## src/rtl/fft_ctrl_pkg.sv

```systemverilog
// fft_ctrl_pkg
// Shared definitions for the FFT stage sequencer:
//   fft_state_e   sequencer FSM state encoding
//   half_n()      butterflies per stage for a given log2 length
//   stage_bits()  width of the stage index
//   total_cycles() cycles from first operand read to the done pulse
//   HALF_N, STAGE_BITS, TOTAL_CYCLES  values for the default N=64, latency 3 build
`timescale 1ns/1ps
package fft_ctrl_pkg;

  typedef enum logic [1:0] {
    IDLE  = 2'd0,
    ISSUE = 2'd1,
    DRAIN = 2'd2,
    DONE  = 2'd3
  } fft_state_e;

  function automatic int half_n(input int log2n);
    return 1 << (log2n - 1);
  endfunction

  function automatic int stage_bits(input int log2n);
    return (log2n > 1) ? $clog2(log2n) : 1;
  endfunction

  function automatic int total_cycles(input int log2n, input int bf_latency);
    return log2n * (half_n(log2n) + bf_latency) + 1;
  endfunction

  localparam int DEFAULT_LOG2N      = 6;
  localparam int DEFAULT_BF_LATENCY = 3;
  localparam int HALF_N             = half_n(DEFAULT_LOG2N);
  localparam int STAGE_BITS         = stage_bits(DEFAULT_LOG2N);
  localparam int TOTAL_CYCLES       = total_cycles(DEFAULT_LOG2N, DEFAULT_BF_LATENCY);

endpackage

```

## src/rtl/fft_wr_delay_line.sv

```systemverilog
// fft_wr_delay_line
// Fixed-depth shift register that carries the read-side butterfly descriptor
// to the write side. No stalls: every entry advances every cycle.
// Ports:
//   clk_i    clock, rising edge
//   clr_n_i  synchronous active-low clear of every stage
//   d_i      descriptor entering the pipe
//   q_o      descriptor leaving the pipe DEPTH cycles later
`timescale 1ns/1ps
module fft_wr_delay_line #(
  parameter int DEPTH = 3,
  parameter int WIDTH = 13
) (
  input  logic             clk_i,
  input  logic             clr_n_i,
  input  logic [WIDTH-1:0] d_i,
  output logic [WIDTH-1:0] q_o
);

  logic [WIDTH-1:0] pipe_q [DEPTH];

  always_ff @(posedge clk_i) begin
    if (!clr_n_i) begin
      for (int i = 0; i < DEPTH; i++) pipe_q[i] <= '0;
    end else begin
      pipe_q[0] <= d_i;
      for (int i = 1; i < DEPTH; i++) pipe_q[i] <= pipe_q[i-1];
    end
  end

  assign q_o = pipe_q[DEPTH-1];

endmodule

```

## src/rtl/fft_stage_sequencer.sv

```systemverilog
// fft_stage_sequencer
// Sequences an in-place radix-2 DIT FFT over one butterfly unit: one
// butterfly per cycle, stage by stage, with read pair, twiddle and delayed
// write-back addressing. All outputs are registered.
// Ports:
//   clk           clock, rising edge
//   rst           synchronous reset, active-low
//   ready_inputs  start request (sampled in IDLE only)
//   rd_valid      operands read this cycle
//   rd_addr_a/b   upper/lower leg read addresses
//   ROM_addr      twiddle ROM index
//   wr_en         results written this cycle
//   wr_addr_a/b   upper/lower leg write addresses
//   stage         current stage index
//   busy          transform in progress
//   done          one-cycle completion pulse
//
// state | meaning
// IDLE  | waiting for ready_inputs
// ISSUE | one butterfly read per cycle, k = 0 .. N/2-1
// DRAIN | BF_LATENCY cycles without reads so the stage's writes land
// DONE  | done pulse, then back to IDLE
`timescale 1ns/1ps
module fft_stage_sequencer
  import fft_ctrl_pkg::*;
#(
  parameter int LOG2N      = 6,
  parameter int BF_LATENCY = 3,
  parameter int ADDR_BITS  = LOG2N,
  parameter int ROM_BITS   = LOG2N - 1
) (
  input  logic                          clk,
  input  logic                          rst,
  input  logic                          ready_inputs,
  output logic                          rd_valid,
  output logic [ADDR_BITS-1:0]          rd_addr_a,
  output logic [ADDR_BITS-1:0]          rd_addr_b,
  output logic [ROM_BITS-1:0]           ROM_addr,
  output logic                          wr_en,
  output logic [ADDR_BITS-1:0]          wr_addr_a,
  output logic [ADDR_BITS-1:0]          wr_addr_b,
  output logic [stage_bits(LOG2N)-1:0]  stage,
  output logic                          busy,
  output logic                          done
);

  localparam int N_HALF   = half_n(LOG2N);
  localparam int ST_BITS  = stage_bits(LOG2N);
  localparam int K_BITS   = (LOG2N > 1) ? LOG2N - 1 : 1;
  localparam int DR_BITS  = (BF_LATENCY > 1) ? $clog2(BF_LATENCY) : 1;
  localparam int DL_WIDTH = 1 + 2 * ADDR_BITS;

  fft_state_e           state_q, state_d;
  logic [ST_BITS-1:0]   stage_q, stage_d;
  logic [K_BITS-1:0]    k_q, k_d;
  logic [DR_BITS-1:0]   drain_q, drain_d;

  logic                 rd_valid_q, rd_valid_d;
  logic [ADDR_BITS-1:0] rd_addr_a_q, rd_addr_a_d;
  logic [ADDR_BITS-1:0] rd_addr_b_q, rd_addr_b_d;
  logic [ROM_BITS-1:0]  rom_addr_q, rom_addr_d;
  logic                 busy_q, busy_d;
  logic                 done_q, done_d;

  logic [ADDR_BITS-1:0] span, grp, pos, base;
  logic                 issue_d;
  logic [DL_WIDTH-1:0]  wr_desc;

  always_comb begin
    state_d = state_q;
    stage_d = stage_q;
    k_d     = k_q;
    drain_d = drain_q;

    case (state_q)
      IDLE: begin
        if (ready_inputs) begin
          state_d = ISSUE;
          stage_d = '0;
          k_d     = '0;
        end
      end
      ISSUE: begin
        if (k_q == K_BITS'(N_HALF - 1)) begin
          k_d     = '0;
          drain_d = DR_BITS'(BF_LATENCY - 1);
          state_d = DRAIN;
        end else begin
          k_d = k_q + K_BITS'(1);
        end
      end
      DRAIN: begin
        if (drain_q == '0) begin
          if (stage_q == ST_BITS'(LOG2N - 1)) begin
            state_d = DONE;
          end else begin
            stage_d = stage_q + ST_BITS'(1);
            state_d = ISSUE;
          end
        end else begin
          drain_d = drain_q - DR_BITS'(1);
        end
      end
      DONE:    state_d = IDLE;
      default: state_d = IDLE;
    endcase

    // Addresses are derived from the next k/stage so they can be registered
    // and line up with the registered rd_valid.
    span = ADDR_BITS'(1) << stage_d;
    grp  = ADDR_BITS'(k_d) >> stage_d;
    pos  = ADDR_BITS'(k_d) & (span - ADDR_BITS'(1));
    base = (grp << (int'(stage_d) + 1)) | pos;

    issue_d     = (state_d == ISSUE);
    rd_valid_d  = issue_d;
    rd_addr_a_d = issue_d ? base : '0;
    rd_addr_b_d = issue_d ? base + span : '0;
    rom_addr_d  = issue_d ? ROM_BITS'(pos << (LOG2N - 1 - int'(stage_d))) : '0;
    busy_d      = (state_d == ISSUE) || (state_d == DRAIN);
    done_d      = (state_d == DONE);
  end

  always_ff @(posedge clk) begin
    if (!rst) begin
      state_q     <= IDLE;
      stage_q     <= '0;
      k_q         <= '0;
      drain_q     <= '0;
      rd_valid_q  <= 1'b0;
      rd_addr_a_q <= '0;
      rd_addr_b_q <= '0;
      rom_addr_q  <= '0;
      busy_q      <= 1'b0;
      done_q      <= 1'b0;
    end else begin
      state_q     <= state_d;
      stage_q     <= stage_d;
      k_q         <= k_d;
      drain_q     <= drain_d;
      rd_valid_q  <= rd_valid_d;
      rd_addr_a_q <= rd_addr_a_d;
      rd_addr_b_q <= rd_addr_b_d;
      rom_addr_q  <= rom_addr_d;
      busy_q      <= busy_d;
      done_q      <= done_d;
    end
  end

  fft_wr_delay_line #(
    .DEPTH (BF_LATENCY),
    .WIDTH (DL_WIDTH)
  ) u_wr_delay (
    .clk_i   (clk),
    .clr_n_i (rst),
    .d_i     ({rd_valid_q, rd_addr_a_q, rd_addr_b_q}),
    .q_o     (wr_desc)
  );

  assign rd_valid  = rd_valid_q;
  assign rd_addr_a = rd_addr_a_q;
  assign rd_addr_b = rd_addr_b_q;
  assign ROM_addr  = rom_addr_q;
  assign stage     = stage_q;
  assign busy      = busy_q;
  assign done      = done_q;
  assign {wr_en, wr_addr_a, wr_addr_b} = wr_desc;

endmodule

```

## config.mk

```make
export PLATFORM = sky130hd
export DESIGN_NAME = fft_stage_sequencer
export DESIGN_NICKNAME = d
export VERILOG_FILES = /design/src/rtl/fft_ctrl_pkg.sv /design/src/rtl/fft_wr_delay_line.sv /design/src/rtl/fft_stage_sequencer.sv
export SDC_FILE = /design/constraint.sdc
export NUM_CORES = 1
export LEC_CHECK = 0
export CORE_ASPECT_RATIO = 1.25
export CORE_MARGIN = 10
export CORE_UTILIZATION = 25
export DETAILED_ROUTE_END_ITERATION = 7
export DONT_BUFFER_PORTS = 1
export PLACE_DENSITY = 0.45
export SLEW_MARGIN = 20
export SYNTH_ARGS = -nofsm -noshare
export SYNTH_HDL_FRONTEND = slang
export SYNTH_SLANG_ARGS = --single-unit
```

## constraint.sdc

```tcl
create_clock -name clk -period 5.7 [get_ports clk]
set_clock_uncertainty 0.1 [all_clocks]
set_input_delay 1.14 -clock clk [delete_from_list [all_inputs] [get_ports clk]]
set_output_delay 1.14 -clock clk [all_outputs]
set_load 0.03 [all_outputs]
```

==> flow_metrics.tcl, run 1 <==
set metrics [dict create \
    numPortBuffers 0 \
    first_global_vias 2170 \
    overflow 0 \
    layout-drive-gt1-share_pct 11.5 \
    endpoint_kind "flop" \
    critPathKind "flop to flop" \
    avgRoutedWirePerCell_um 14.5 \
    syn_to_final_growth_pct 10.4 \
    relSlewSlack_pct 56.6 \
    p_sw_uw 267 \
    wl_met3_um 627 \
    rsz0062_at_grt "false" \
    clk_latency_ns 0.33 \
    ys_ff_latch 71 \
    drtIter0Drc 150 \
    clk_transition_reported_paths_ns 0.06 \
    ys.flop_type "dfxtp_1" \
    power-per-cell-area_nw_per_um2 293 \
    cts_sinks 71 \
    yosys_warnings 0 \
    synth_nets 372 \
    swShare_pct 24.6 \
    grt_max_degree 56 \
    path_max_fanout 16 \
    cts_setup_buffers 0 \
    route.met2.wl_um 3450 \
    combPwrFrac_pct 2.9 \
    fmax_ghz 0.213 \
    die_x_um 124 \
    fin_setup_tns_ns 0 \
    fin_cells 511 \
    ir_drop_uv 140 \
    syn-instance-count 348 \
    cap_viol_max_count 0 \
    wl_met1_um 3100 \
    p_clk_share_pct 49.6 \
    cp.required_ns 5.83 \
    drc 0 \
    status "finished, final reports clean" \
    track_usage_pct 8.36 \
    regToRegSetupSlack_ns 1.01 \
    async_flop_share_pct 0 \
    dpl.hpwl_um 5470 \
    slew_viol_final 0 \
    start_kind "flop" \
    cts_root_buf "clkbuf_16" \
    finalSetupViolations 0 \
    leakagePower_uw 0.00145 \
    ant_nets 0 \
    cp.arrival_ns 4.82 \
    final-hold-violation-count 0 \
    ys_seq_area_share_pct 42.3 \
    seq_power_share_pct 47.4 \
    ys_types 70 \
    drt_wl_total_um 7420 \
    synth_area_um2 3360 \
    viasPerCell 4.50 \
    nets 359 \
    worst_hold_path_type "flop to flop" \
    fin_crit_ns 4.69 \
    coreArea_um2 13200 \
    fp.dieH_um 150 \
    cts.repair.resized 0 \
    grt_pass1_wl_um 11800 \
    cts_buffers 9 \
    synth-edff-count 0 \
    cts_tree "done" \
    routed.top_layer "met4" \
    io-pin-count 39 \
    htreeDepth 3 \
    p_int_uw 819 \
    tightestPinTransition_ns 0.649 \
    die_area_um2 18500 \
    ctsLongestPathBuffers 2 \
    rows 47 \
    gp_congestion 0.811 \
    dr.pass1.iters 4 \
    period_share_pct 82.3 \
    start_util_pct 25.4 \
    cts_hold_buf 0 \
    place_inst 495 \
    n_antenna_cell 0 \
    vias 2300 \
    antenna_found_initial 0 \
    avgSynthCellArea_um2 9.65 \
]
## metrics by stage
| step | hold WS (ns) | cell area [um^2] | util, % | total power (uW) | setup WS (ns) |
|---|---|---|---|---|---|
| after detailed placement | 0.317 | 3420 | 25.9 | 559 | 0.972 |
| after floorplan | 0.312 | 3360 | - | 552 | 1.29 |
| after global placement | 0.313 | 3420 | 25.9 | 559 | 0.978 |
| after CTS | 0.331 | 3710 | 28.0 | 1110 | 0.997 |
| after global routing | 0.341 | 3710 | 28.0 | 1130 | 0.598 |
| final | 0.329 | 3710 | 28.0 | 1090 | 1.01 |
## final timing paths
| check | depth (start not counted) | end | from |
|---|---|---|---|
| worst min register to register | 1 | u_wr_delay.pipe_q[0][24]$_SDFF_PN0_ | u_wr_delay.pipe_q[0][11]$_SDFF_PN0_ |
| worst min-delay path | 1 | u_wr_delay.pipe_q[0][24]$_SDFF_PN0_ | u_wr_delay.pipe_q[0][11]$_SDFF_PN0_ |
| worst max register to register | 17 | rd_addr_b[5]$_SDFF_PN0_ | stage[1]$_SDFF_PN0_ |
| worst max-delay path | 17 | rd_addr_b[5]$_SDFF_PN0_ | stage[1]$_SDFF_PN0_ |
## synthesized netlist by cell type, drive strengths merged (5+ instances only)
library cell  instances  area [um^2]
dfxtp                71         1420
and2                 53          332
nand2                21          100
ha                   20          250
buf                  18          135
inv                  18         72.6
nor2                 17         63.8
a21oi                11         58.8
o21ai                10         53.8
clkbuf                8         30.0
nand3                 8         40.0
o211ai                8         70.1
nor3                  6         35.0
and3                  5         31.3
nor2b                 5         31.3
## cell type report
| cell class | count | area, um^2 |
|---|---|---|
| tap | 171 | 214 |
| sequential | 71 | 1420 |
| timing repair buffer | 2 | 15.0 |
| inverter | 18 | 72.6 |
| multi-input combinational | 233 | 1700 |
| fill | 1406 | 9520 |
| clock buffer | 9 | 225 |
| clock inverter | 7 | 61.3 |
## worst max-delay path: stages (launching register included)
cell      delay, ns
dfxtp_1        0.63
inv_1          0.09
ha_1           0.23
a21bo_1        0.18
or3_1          0.42
nand2_2        0.28
inv_2          0.18
ha_1           0.31
and4b_1        0.23
a32oi_1        0.30
nand4b_1       0.17
xnor2_1        0.18
a22o_1         0.26
ha_1           0.32
a21oi_1        0.19
o21a_1         0.16
o21ai_2        0.06
mux2_4         0.29
## logic make-up after synthesis
family,share of synthesized area [%]
muxes,0.745
adders and majority gates,8.35
buffers and inverters,7.08
DFF,42.3
and+or+nand+nor,23.5
AOI/OAI and AO/OA,17.0
xor gates and xnor gates,1.04
## registers in the layout, indices dropped and copies added, names as in the netlist
| register | cells |
|---|---|
| state_q | 2 |
| stage | 3 |
| drain_q | 2 |
| done | 1 |
| busy | 1 |
| u_wr_delay.pipe_q | 39 |
| rd_valid | 1 |
| rd_addr_b | 6 |
| rd_addr_a | 6 |
| k_q | 5 |
| ROM_addr | 5 |
## power by group through the flow
stage / clock (uW) / sequential, uW / combinational [uW]
2_1_floorplan: 0 / 522 / 29.6
3_3_place_gp: 0 / 526 / 32.4
3_5_place_dp: 0 / 526 / 32.5
4_1_cts: 559 / 515 / 32.4
5_1_grt: 577 / 516 / 36.4
6_report: 539 / 515 / 31.7
## per-layer routing
metal  track usage [%]  up-vias
li1                  -     1170
met1              9.73     1044
met2              12.6       67
met3              3.09       19
met4              5.43        0
met5                 0        -
## cells in the final DEF (no fill, tap or decap), types with 4 or more instances in the layout
cell,Yosys,layout
a21oi_1,10,10
and2_1,53,53
and3_1,5,5
clkbuf_16,0,9
dfxtp_1,71,71
ha_1,20,20
inv_1,16,16
inv_6,1,4
nand2_1,18,18
nand2b_1,4,4
nand3_1,8,8
nor2_1,17,17
nor2b_1,5,5
nor3_1,5,5
nor4_1,4,4
o211ai_1,6,6
o21a_1,4,4
o21ai_0,5,5
o21ai_1,4,4
or3_1,4,4
xnor2_1,4,4
Note: power is estimated with default switching activity, not from simulation.
==> run 2: changes to the inputs <==
Clock period 5.7 ns to 4.4 ns, I/O delays scaled along.
==> flow_metrics.tcl, run 2 (synthesized netlist as in run 1, its figures left out) <==
set metrics [dict create \
    status "finished, final reports clean" \
    cp-startpoint "stage[0]$_SDFF_PN0_" \
    cp.required_ns 4.53 \
    worst_hold_path_type "flop to flop" \
    power-per-cell-area_nw_per_um2 362 \
    gp_congestion 0.900 \
    seq_power_share_pct 47.4 \
    power_uw 1410 \
    cts_sinks 71 \
    regArea_um2 1420 \
    layout-drive-gt1-share_pct 17.9 \
    viasPerCell 4.53 \
    largest-register "u_wr_delay.pipe_q" \
    syn_to_final_growth_pct 15.9 \
    antenna_found_initial 0 \
    p_clk_share_pct 49.5 \
    io-pin-count 39 \
    numPortBuffers 0 \
    overflow 0 \
    dpl.hpwl_um 6060 \
    final-hold-violation-count 0 \
    grt_pass1_wl_um 12800 \
    rows 47 \
    ctsLongestPathBuffers 2 \
    endpoint_kind "flop" \
    ant_nets 0 \
    track_usage_pct 9.08 \
    grt_max_degree 56 \
    ir_drop_uv 227 \
    final_common_cell "dfxtp_1" \
    htreeDepth 3 \
    final_util_pct 29.4 \
    cap_viol_max_count 0 \
    r2r-start "stage[0]$_SDFF_PN0_" \
    drtIter0Drc 223 \
    swShare_pct 24.5 \
    fmax_ghz 0.242 \
    tightestPinTransition_ns 0.510 \
    finalSetupViolations 0 \
    fp.dieH_um 150 \
    die_area_um2 18500 \
    n_antenna_cell 0 \
    nets 376 \
    cts_buffers 9 \
    multi_input_area_um2 1750 \
    slew_viol_final 0 \
    cts_hold_buf 0 \
    start_kind "flop" \
    combPwrFrac_pct 3.2 \
    drc 0 \
    die_x_um 124 \
    final_cell_mix "dfxtp_1 (71), and2_1 (53), buf_4 (19)" \
    clk_latency_ns 0.33 \
    cts_tree "done" \
    p_int_uw 1060 \
    path_max_fanout 15 \
    dr.pass1.iters 4 \
    coreArea_um2 13200 \
    period_share_pct 94.0 \
    relSlewSlack_pct 65.9 \
    start_util_pct 25.4 \
    leakagePower_uw 0.00155 \
    fin_crit_ns 4.14 \
    cts_root_buf "clkbuf_16" \
    largest_reg_flops 39 \
    fillers 1389 \
    vias 2391 \
    rsz0062_at_grt "false" \
    avgRoutedWirePerCell_um 15.3 \
    min-delay-start "u_wr_delay.pipe_q[0][24]$_SDFF_PN0_" \
    cp.arrival_ns 4.26 \
    first_global_vias 2312 \
    p_sw_uw 345 \
    critPathKind "flop to flop" \
    clk_transition_reported_paths_ns 0.07 \
    drt_wl_total_um 8090 \
]
run 2: worst paths after layout:
check	slack, ns	cells past startpoint	to
max	0.26	18	rd_addr_b[5]$_SDFF_PN0_
min	0.33	1	u_wr_delay.pipe_q[0][37]$_SDFF_PN0_
min reg2reg	0.33	1	u_wr_delay.pipe_q[0][37]$_SDFF_PN0_
max reg2reg	0.26	18	rd_addr_b[5]$_SDFF_PN0_
run 2: stage by stage:
stage | setup slack [ns] | TNS (ns) | hold slack (ns) | std cells | area (um^2)
final | 0.263 | 0 | 0.330 | 528 | 3890
after global routing | 0.0319 | 0 | 0.341 | 528 | 3890
after CTS | 0.00160 | 0 | 0.330 | 527 | 3830
after detailed placement | 0.00694 | 0 | 0.317 | 511 | 3540
after global placement | -0.0404 | -0.0404 | 0.314 | 511 | 3540
after floorplan | 0.0665 | 0 | 0.312 | 348 | 3360
run 2: worst max-delay path, cell delays in order (launching register included):
cell      delay, ns
dfxtp_1        0.38
ha_1           0.29
a21bo_1        0.20
or3_4          0.42
nand2_8        0.15
inv_6          0.08
ha_2           0.20
nand2_1        0.14
ha_1           0.28
nor2_1         0.17
nor2_2         0.08
inv_1          0.06
ha_1           0.21
a21o_1         0.21
maj3_1         0.35
nor2_1         0.17
o211ai_1       0.14
o21ai_2        0.08
mux2_4         0.30
run 2: area by class of cell:
cell class              count  share of cell area, %
multi-input cells         233                   45.0
well taps                 171                   5.50
clock buffers               9                   5.79
repair buffers             19                   3.67
flip-flops and latches     71                   36.5
inverters                  18                   1.86
clock inverters             7                   1.61
run 2: power by group through the flow:
stage | sequential, uW | clock [uW] | combinational, uW
after global placement | 682 | 0 | 43.5
after global routing | 668 | 748 | 49.7
final | 667 | 696 | 44.6
after detailed placement | 682 | 0 | 44.0
after floorplan | 677 | 0 | 38.4
after CTS | 667 | 723 | 44.3
run 2: metal layers:
metal	wire length (um)	vias up	track usage, %	part of all wire (%)
met5	0	-	0	0
met4	339	0	6.18	4.2
met3	581	24	3.13	7.2
met2	3820	69	14.3	47
met1	3350	1100	10.1	41
li1	-	1198	-	-
run 2: what timing repair did:
item	4_1_cts	5_1_grt
resized for setup	0	11
setup buffers	0	1
setup endpoints to repair	0	2
==> run 3: changes to the inputs <==
Settings changed: CORE_MARGIN 10 to 2, CTS_CLUSTER_DIAMETER set to 50, RECOVER_POWER set to 100.
==> flow_metrics.tcl, run 3 (synthesized netlist as in run 1, its figures left out) <==
set metrics [dict create \
    status "finished, final reports clean" \
    use_met1_pct 12.6 \
    cts_setup_buffers 0 \
    gp_congestion 0.878 \
    post-place-ws_ns 0.0855 \
    nets 377 \
    final_common_cell "dfxtp_1" \
    grt-busiest-layer "met2" \
    start_kind "flop" \
    first_global_vias 2272 \
    met2_usage_pct 18.3 \
    cts_hold_buf 0 \
    cp.required_ns 4.51 \
    die_x_um 108 \
    period_share_pct 94.7 \
    ctsLongestPathBuffers 2 \
    p_clk_share_pct 49.1 \
    largest-register "u_wr_delay.pipe_q" \
    fin_setup_tns_ns 0 \
    final_cell_mix "dfxtp_1 (71), and2_1 (44), nand2_1 (18), ha_1 (18)" \
    htreeDepth 3 \
    rsz0062_at_grt "false" \
    die_area_um2 14400 \
    ir_drop_uv 188 \
    endpoint_kind "flop" \
    finalSetupViolations 0 \
    final-hold-violation-count 0 \
    fmax_ghz 0.240 \
    regArea_um2 1420 \
    tightestPinTransition_ns 0.492 \
    avgRoutedWirePerCell_um 14.1 \
    fin_area_um2 3860 \
    clk_latency_ns 0.33 \
    rows 47 \
    largest_reg_flops 39 \
    antenna_found_initial 0 \
    slew_viol_final 0 \
    layout-drive-gt1-share_pct 16.2 \
    seq_power_share_pct 47.8 \
    fin_crit_ns 4.17 \
    fp.dieH_um 134 \
    fillers 1385 \
    coreArea_um2 13200 \
    cap_viol_max_count 0 \
    cts_sinks 71 \
    drtIter0Drc 113 \
    cts_tree "done" \
    setup_ws_ns 0.232 \
    relSlewSlack_pct 67.2 \
    n_antenna_cell 0 \
    drc 0 \
    met3_usage_pct 3.82 \
    syn_to_final_growth_pct 14.9 \
    dpl.hpwl_um 5730 \
    viasPerCell 4.53 \
    io-pin-count 39 \
    numPortBuffers 0 \
    cts_root_buf "clkbuf_16" \
    power-per-cell-area_nw_per_um2 362 \
    ant_nets 0 \
    cp.arrival_ns 4.28 \
    placed_cell_area_um2 3560 \
    path_max_fanout 12 \
    swShare_pct 23.9 \
    leakagePower_uw 0.00152 \
    vias 2396 \
    multi_input_area_um2 1730 \
    drt_wl_total_um 7480 \
    dr.pass1.iters 4 \
    p_sw_uw 334 \
    clk_transition_reported_paths_ns 0.06 \
    overflow 0 \
    worst_hold_path_type "flop to flop" \
    grt_pass1_wl_um 12100 \
    combPwrFrac_pct 3.1 \
    cts.repair.resized 0 \
    cts_buffers 9 \
    power_uw 1390 \
    track_usage_pct 11.0 \
    p_int_uw 1060 \
    whs_ns 0.329 \
    start_util_pct 25.5 \
    critPathKind "flop to flop" \
    grt_max_degree 56 \
]
run 3: worst paths after layout:
path	start	to	slack, ns	cells past startpoint
min	u_wr_delay.pipe_q[0][10]$_SDFF_PN0_	u_wr_delay.pipe_q[0][23]$_SDFF_PN0_	0.33	1
min reg2reg	u_wr_delay.pipe_q[0][10]$_SDFF_PN0_	u_wr_delay.pipe_q[0][23]$_SDFF_PN0_	0.33	1
max reg2reg	drain_q[0]$_SDFFE_PN0P_	rd_addr_b[5]$_SDFF_PN0_	0.23	17
max	drain_q[0]$_SDFFE_PN0P_	rd_addr_b[5]$_SDFF_PN0_	0.23	17
run 3: area by class of cell:
class,count,share of cell area (%)
Timing Repair Buffer,20,3.50
Clock buffer,9,5.84
Multi-Input combinational cell,233,44.8
Clock inverter,7,1.59
Sequential cell,71,36.8
Tap cell,171,5.55
Inverter,18,1.88
run 3: power groups by stage:
| stage | clock network [uW] | registers (uW) | logic [uW] |
|---|---|---|---|
| CTS | 714 | 667 | 44.3 |
| floorplan | 0 | 677 | 38.4 |
| global placement | 0 | 681 | 44.2 |
| detailed placement | 0 | 681 | 44.2 |
| finish | 685 | 667 | 43.4 |
| global route | 747 | 668 | 48.1 |
run 3: critical path, cell delays in order, from the launching register on:
cell      delay (ns)
dfxtp_1         0.33
inv_1           0.10
ha_4            0.18
a21bo_1         0.21
or3_1           0.48
nand2_8         0.18
ha_1            0.15
clkbuf_1        0.34
inv_1           0.20
and4_1          0.21
o211ai_1        0.18
o41ai_1         0.12
a22o_1          0.22
ha_1            0.32
a21oi_1         0.21
o211ai_1        0.13
o21ai_2         0.09
mux2_4          0.30
run 3: through the flow:
stage | utilization [%] | std cells
after floorplan | - | 348
after global placement | 27.0 | 513
after detailed placement | 27.0 | 513
after CTS | 29.2 | 529
after global routing | 29.3 | 529
final | 29.3 | 529
run 3: layer usage:
layer,wire (um),up-vias
met4,227,0
met1,3190,1124
met5,0,-
met3,399,14
met2,3670,58
li1,-,1200
